File: config.mk
export PLATFORM = sky130hd
export DESIGN_NAME = serial_sub_n
export DESIGN_NICKNAME = d
export VERILOG_FILES = /design/src/rtl/serial_sub_n.sv
export SDC_FILE = /design/constraint.sdc
export NUM_CORES = 1
export LEC_CHECK = 0
export CAP_MARGIN = 20
export CORE_MARGIN = 1.5
export CORE_UTILIZATION = 49
export DETAILED_ROUTE_END_ITERATION = 16
export PLACE_DENSITY = 0.77
export SYNTH_ARGS = -nofsm -noshare
export SYNTH_HDL_FRONTEND = slang
export SYNTH_SLANG_ARGS = --single-unit
export TNS_END_PERCENT = 20
File: constraint.sdc
create_clock -name clk -period 1.9 [get_ports clk]
set_input_delay 0.285 -clock clk [delete_from_list [all_inputs] [get_ports clk]]
set_output_delay 0.285 -clock clk [all_outputs]
set_load 0.03 [all_outputs]
File: src/rtl/serial_sub_n.sv
// Bit-serial subtractor: one full-subtractor cell and a borrow flop, LSB first.
// Defining SERIAL_SUB_OVF_EN adds the registered signed-overflow output ovf.
module serial_sub_n #(
    parameter int WIDTH = 8
) (
    input  logic             clk,
    input  logic             rst_n,
    input  logic             start,
    input  logic [WIDTH-1:0] a,
    input  logic [WIDTH-1:0] b,
    input  logic             bin,
    output logic             busy,
    output logic             done,
    output logic [WIDTH-1:0] diff,
    output logic             bout
`ifdef SERIAL_SUB_OVF_EN
    ,
    output logic             ovf
`endif
);

    localparam int CW = $clog2(WIDTH) + 1;
    localparam logic [CW-1:0] CNT_ZERO = {CW{1'b0}};
    localparam logic [CW-1:0] CNT_ONE  = {{(CW-1){1'b0}}, 1'b1};
    localparam logic [CW-1:0] CNT_LAST = CW'(WIDTH - 1);

    typedef enum logic [1:0] {
        IDLE = 2'd0,
        RUN  = 2'd1,
        DONE = 2'd2
    } state_t;

    function automatic logic fs_diff(input logic ai, input logic bi, input logic br);
        return ai ^ bi ^ br;
    endfunction

    function automatic logic fs_borrow(input logic ai, input logic bi, input logic br);
        return (~ai & bi) | (~(ai ^ bi) & br);
    endfunction

    state_t           state_r;
    state_t           state_nxt_s;
    logic             accept_s;
    logic             last_s;
    logic [WIDTH-1:0] a_sh_r;
    logic [WIDTH-1:0] b_sh_r;
    logic             br_r;
    logic [CW-1:0]    cnt_r;
    logic             bit_d_s;
    logic             bit_b_s;
`ifdef SERIAL_SUB_OVF_EN
    logic             a_msb_r;
    logic             b_msb_r;
`endif

    // State register.
    always_ff @(posedge clk or negedge rst_n) begin
        if (!rst_n) begin
            state_r <= IDLE;
        end else begin
            state_r <= state_nxt_s;
        end
    end

    // Next-state decode; start is only looked at when not busy.
    always_comb begin
        state_nxt_s = state_r;
        accept_s    = 1'b0;
        last_s      = 1'b0;
        case (state_r)
            IDLE, DONE: begin
                if (start) begin
                    state_nxt_s = RUN;
                    accept_s    = 1'b1;
                end else begin
                    state_nxt_s = IDLE;
                end
            end
            RUN: begin
                if (cnt_r == CNT_LAST) begin
                    state_nxt_s = DONE;
                    last_s      = 1'b1;
                end else begin
                    state_nxt_s = RUN;
                end
            end
            default: begin
                state_nxt_s = IDLE;
            end
        endcase
    end

    // Full-subtractor cell on the current LSBs.
    always_comb begin
        bit_d_s = fs_diff(a_sh_r[0], b_sh_r[0], br_r);
        bit_b_s = fs_borrow(a_sh_r[0], b_sh_r[0], br_r);
    end

    // Operand shift registers; difference bits refill a_sh_r from the top.
    always_ff @(posedge clk or negedge rst_n) begin
        if (!rst_n) begin
            a_sh_r <= {WIDTH{1'b0}};
            b_sh_r <= {WIDTH{1'b0}};
            br_r   <= 1'b0;
            cnt_r  <= CNT_ZERO;
`ifdef SERIAL_SUB_OVF_EN
            a_msb_r <= 1'b0;
            b_msb_r <= 1'b0;
`endif
        end else if (accept_s) begin
            a_sh_r <= a;
            b_sh_r <= b;
            br_r   <= bin;
            cnt_r  <= CNT_ZERO;
`ifdef SERIAL_SUB_OVF_EN
            a_msb_r <= a[WIDTH-1];
            b_msb_r <= b[WIDTH-1];
`endif
        end else if (state_r == RUN) begin
            a_sh_r <= {bit_d_s, a_sh_r[WIDTH-1:1]};
            b_sh_r <= {1'b0, b_sh_r[WIDTH-1:1]};
            br_r   <= bit_b_s;
            cnt_r  <= cnt_r + CNT_ONE;
        end else begin
            a_sh_r <= a_sh_r;
            b_sh_r <= b_sh_r;
            br_r   <= br_r;
            cnt_r  <= cnt_r;
        end
    end

    // Registered outputs; results change only on the final bit.
    always_ff @(posedge clk or negedge rst_n) begin
        if (!rst_n) begin
            busy <= 1'b0;
            done <= 1'b0;
            diff <= {WIDTH{1'b0}};
            bout <= 1'b0;
`ifdef SERIAL_SUB_OVF_EN
            ovf  <= 1'b0;
`endif
        end else begin
            busy <= (state_nxt_s == RUN);
            done <= last_s;
            if (last_s) begin
                diff <= {bit_d_s, a_sh_r[WIDTH-1:1]};
                bout <= bit_b_s;
`ifdef SERIAL_SUB_OVF_EN
                ovf  <= (a_msb_r ^ b_msb_r) & (a_msb_r ^ bit_d_s);
`endif
            end else begin
                diff <= diff;
                bout <= bout;
`ifdef SERIAL_SUB_OVF_EN
                ovf  <= ovf;
`endif
            end
        end
    end

endmodule

# Word-level counts from Yosys, hierarchy flattened

Cells that the tools add are included.

Register bits: 34
Bits in latches: 0
Memory bits (writable): 0
Bits in read-only memories: 0
Bits of input ports: 20
Output and inout port bits: 11
Word-level logic and storage cells: 39
Memories kept: 0

Add/sub/neg operators: 1
$mul: 0
Divide/modulo/power cells: 0
Order comparisons: 0
Equality and inequality tests: 4
Shift operators: 0
Mux-type cells: 15
Bitwise operators: 7
Reduce and logical (&&, ||, !) cells: 3

Operator list:

| operator            | number |
|---|---|
| $mux 8              | 4 |
| $mux 4              | 2 |
| $mux 1              | 7 |
| $add 4x1->4 const B | 1 |
| $eq 2x1->1 const B  | 2 |
| $eq 4x3->1 const B  | 1 |
| $pmux 2 s2          | 1 |
| $and 1x1->1         | 2 |
| $eq 2x2->1 const B  | 1 |
| $logic_not 2->1     | 1 |
| $mux 2              | 1 |
| $not 1->1           | 2 |
| $reduce_bool 2->1   | 1 |
| $reduce_or 2->1     | 1 |
| $xor 1x1->1         | 2 |
| $or 1x1->1          | 1 |

# Longest topological paths before layout

Depth after elaboration: 6
Mapped depth: 5
Gate-level depth less buffers: 4

# Worst setup path before layout

No wires, ideal clock.

Path type: reg2reg
Start: reg state_r[1]
End: reg diff[0]
Arrival: 1.350 ns
Required time: 1.775 ns
Path slack: 0.425 ns
Stages on the path, launching flop included: 5
Period minus slack after synthesis: 1.475 ns
Path through: dfrtp_1 > nand2b_1 > buf_6 > nor3_4 > mux2_2

Word-level cells in the longest chain between the ends: 2

Ends and longest elaborated chain:

| item                   | line | text |
|---|---|---|
| start, declared        | 41   | `state_t state_r;` |
| start signal, assigned | 61   | `state_r <= state_nxt_s;` |
| $eq 2x1->1             | 70   | `case (state_r)` |
| $mux 1                 | 70   |  |
| via last_s             | 44   | `logic last_s;` |
| end signal, assigned   | 137  | `diff <= {WIDTH{1'b0}};` |
| end signal, assigned   | 146  | `diff <= {bit_d_s, a_sh_r[WIDTH-1:1]};` |
| end signal, assigned   | 152  | `diff <= diff;` |
| end, declared          | 14   | `output logic [WIDTH-1:0] diff,` |

The timed path passes the listed nets, and every way through them passes these cells.
A chain may end at the register's enable or synchronous reset.

# Worst setup path in the final report

Start: reg cnt_r[0]
End: reg diff[7]

Word-level cells in the longest chain between the ends: 3

Ends and longest elaborated chain:

| item                   | line | text |
|---|---|---|
| start, declared        | 48   | `logic [CW-1:0] cnt_r;` |
| start signal, assigned | 123  | `cnt_r <= cnt_r + CNT_ONE;` |
| start signal, assigned | 128  | `cnt_r <= cnt_r;` |
| $eq 4x3->1             | 80   | `if (cnt_r == CNT_LAST) begin` |
| $mux 1                 | 80   |  |
| $mux 1                 | 70   |  |
| via last_s             | 44   |  |

The timed path passes the listed nets, and every way through them passes these cells.

==> results.py <==
metrics = {
    "timing": {
        "fin_crit_ps": 1660,
        "slew_headroom_pct": 62.4,
        "clock_skew_ps": 11.5,
        "rsz0062_at_grt": "no",
        "hold_violations": 0,
        "final-setup-viol-count": 0,
        "tightest_slew_ps": 562,
        "max_clock_freq_ghz": 0.602,
        "drv_slew": 0,
        "post-route-period-util_pct": 87.4,
        "setup_tns_ps": 0,
    },
    "yosys": {
        "netlist_area_mm2": 0.00144,
        "synth_nets": 154,
        "yosysMostFrequentCell": "dfrtp_1",
        "synth_common_cells": "dfrtp_1, nand2_1, nor2_1",
        "synth.avg_cell_area_um2": 10.9,
        "yosysSeqAreaShare_pct": 59.1,
        "netlist.area_leader.share_pct": 59.1,
        "synth_cells": 132,
        "ys_warn_count": 0,
        "ys_seq_elements": 34,
        "synthArstFlopShare_pct": 100,
        "synth.area.top_cells": "dfrtp_1, nand2_1, mux2_2, a31oi_1, nor2_1",
        "synth_edf_count": 0,
        "synth_cell_types": 24,
        "synth.largest_area_cell": "dfrtp_1",
        "synth_ff_type": "dfrtp_1",
    },
    "drt": {
        "num_vias": 1066,
        "drt-wirelength-per-cell_um": 14.3,
        "routed_wl_mm": 2.82,
        "firstDrtPassIters": 4,
        "dr.first_iter.drc_count": 11,
        "via_per_inst": 5.41,
        "post-route-drc-count": 0,
        "postRouteAntennaNets": 0,
    },
    "clock_network": {
        "cts_resized": 0,
        "root_buffer": "clkbuf_4",
        "cts_tree": "done",
        "clkLatencyLatePin_ps": 340,
        "path_clk_slew_ps": 110,
        "cts_sinks": 34,
        "htree_levels": 2,
        "cts_inserted_buffers": 5,
        "post_cts_buffers": 0,
        "clockBufferDepth": 2,
        "ctsHoldBuffers": 0,
    },
    "global_routing": {
        "grt_pass1_vias": 1138,
        "grt.total_usage_pct": 19.7,
        "grt-ovfl-total": 0,
        "grt_start_max_net_pins": 35,
        "grt_pass1_wl_mm": 4.83,
        "antenna_found_initial": 0,
    },
    "floorplanning": {
        "die_w_um": 57.2,
        "core_area_mm2": 0.00278,
        "io_pins": 31,
        "start_util_pct": 51.8,
        "fp.dieH_um": 57.2,
        "dieArea_mm2": 0.00327,
        "rows": 19,
    },
    "final_layout": {
        "instances_no_fill": 197,
        "num_antenna_cells": 0,
        "layout-drive-gt1-share_pct": 12.0,
        "synthToLayoutAreaGrowth_pct": 26.9,
        "final_nets": 187,
    },
    "power_and_ir_drop": {
        "p_clk_share_pct": 13.6,
        "irDropWorstVdd_uv": 1180,
        "p_per_area_mw_per_mm2": 1670,
        "p_switching_uw": 1200,
        "p_leak_uw": 0.000820,
        "pwr-share-comb_pct": 44.7,
        "pwr-share-seq_pct": 41.7,
        "intPower_uw": 1860,
        "switching_share_pct": 39.2,
    },
    "job": {
        "cap_violations": 0,
    },
    "placement": {
        "dp.cells": 189,
        "gp_congestion": 0.753,
        "place_hpwl_mm": 1.93,
        "portBuffers": 30,
    },
    "outcome": {
        "status": "completed",
    },
    "critical_path": {
        "crit_required_ps": 2130,
        "cp.depth": 4,
        "critical_path_class": "reg -> reg",
        "critPathLaunchType": "flop",
        "critical_path.max_stage_delay_ps": 460,
        "worstPathCellList": "ha_1, nand2_1, nor3_4, mux2_2",
        "cp_top_family": "simple AND/OR/NAND/NOR gates",
        "cp_max_fo": 10,
        "arrival_ps": 1890,
        "slowest_stage": "nor3_4",
        "end_kind": "flop",
        "rr_worst_depth": 4,
        "path_buf_inv": 0,
    },
    "min_path": {
        "hold_class": "in -> async",
    },
}
==> cell usage in the layout, fill, tap and decap left out <==
cell / n
nor2_1: 12
inv_1: 3
nand2b_1: 2
nor3_4: 1
clkbuf_4: 5
ha_1: 1
a22o_1: 2
fa_1: 1
and2b_1: 2
nor3_1: 2
nand3_1: 6
clkbuf_8: 1
o21ai_0: 2
dfrtp_1: 34
nand2_1: 27
a31oi_1: 9
a221o_1: 2
mux2i_1: 2
xor2_1: 1
buf_4: 4
clkbuf_1: 1
a22oi_1: 5
mux2_2: 8
nand3b_1: 1
nand4_1: 1
clkinv_2: 1
clkdlybuf4s50_1: 30
==> metrics by stage <==
stage	total power, µW	instance area (µm²)	setup slack (ps)	hold slack, ps	utilization [%]
final	3060	1830	239	342	65.7
after global routing	3300	1830	140	382	65.7
after CTS	3090	1830	224	342	65.7
after detailed placement	2670	1770	204	482	63.6
after global placement	2620	1770	263	485	63.6
after floorplan	2220	1440	425	-10.6	-
==> power by group through the flow <==
stage | Combinational (µW) | Clock, µW | Sequential, µW
6_report | 1370 | 417 | 1280
5_1_grt | 1520 | 456 | 1320
4_1_cts | 1380 | 433 | 1280
3_5_place_dp | 1370 | 0 | 1290
3_3_place_gp | 1340 | 0 | 1280
2_1_floorplan | 771 | 0 | 1450
==> registers in the layout, summed over array words and instances, names as in the netlist <==
name / flops
state_r: 2
b_sh_r: 8
bout: 1
cnt_r: 4
diff: 8
busy: 1
br_r: 1
a_sh_r: 8
done: 1
==> kinds of logic after synthesis <==
logic type	count (synthesis)	synth area share, %
XOR/XNOR	1	0.608
multiplexers	10	7.65
AND/OR/NAND/NOR	54	16.9
AO/OA/AOI/OAI	20	9.82
buffers and inverters	11	3.65
flip-flops	34	59.1
adder cells (fa/ha/maj)	2	2.26
==> worst paths after layout <==
kind / to / from / slack, ps
min in group clk: b_sh_r[7] / b_sh_r[7] / 510
hold / removal: a_sh_r[0] / rst_n / 340
max in group asynchronous: diff[1] / rst_n / 1250
hold reg to reg: b_sh_r[7] / b_sh_r[7] / 510
setup reg to reg: diff[7] / cnt_r[0] / 240
setup / recovery: diff[7] / cnt_r[0] / 240
==> layer usage <==
| metal | vias up | wire length, µm | part of all wire, % | GRT usage [%] |
|---|---|---|---|---|
| li1 | 519 | - | - | - |
| met1 | 525 | 1230 | 44 | 23.2 |
| met2 | 15 | 1430 | 51 | 32.8 |
| met3 | 7 | 90 | 3.2 | 4.99 |
| met4 | 0 | 66 | 2.3 | 11.3 |
| met5 | - | 0 | 0 | 0 |
==> final cells by class <==
class	instances	area [µm²]
clock inverters	1	5.00
clock buffers	7	55.1
fillers	232	953
well taps	31	38.8
inverters	3	11.3
repair buffers	34	330
flip-flops and latches	34	851
multi-input cells	87	537
Power figures use the tool's default switching activity.
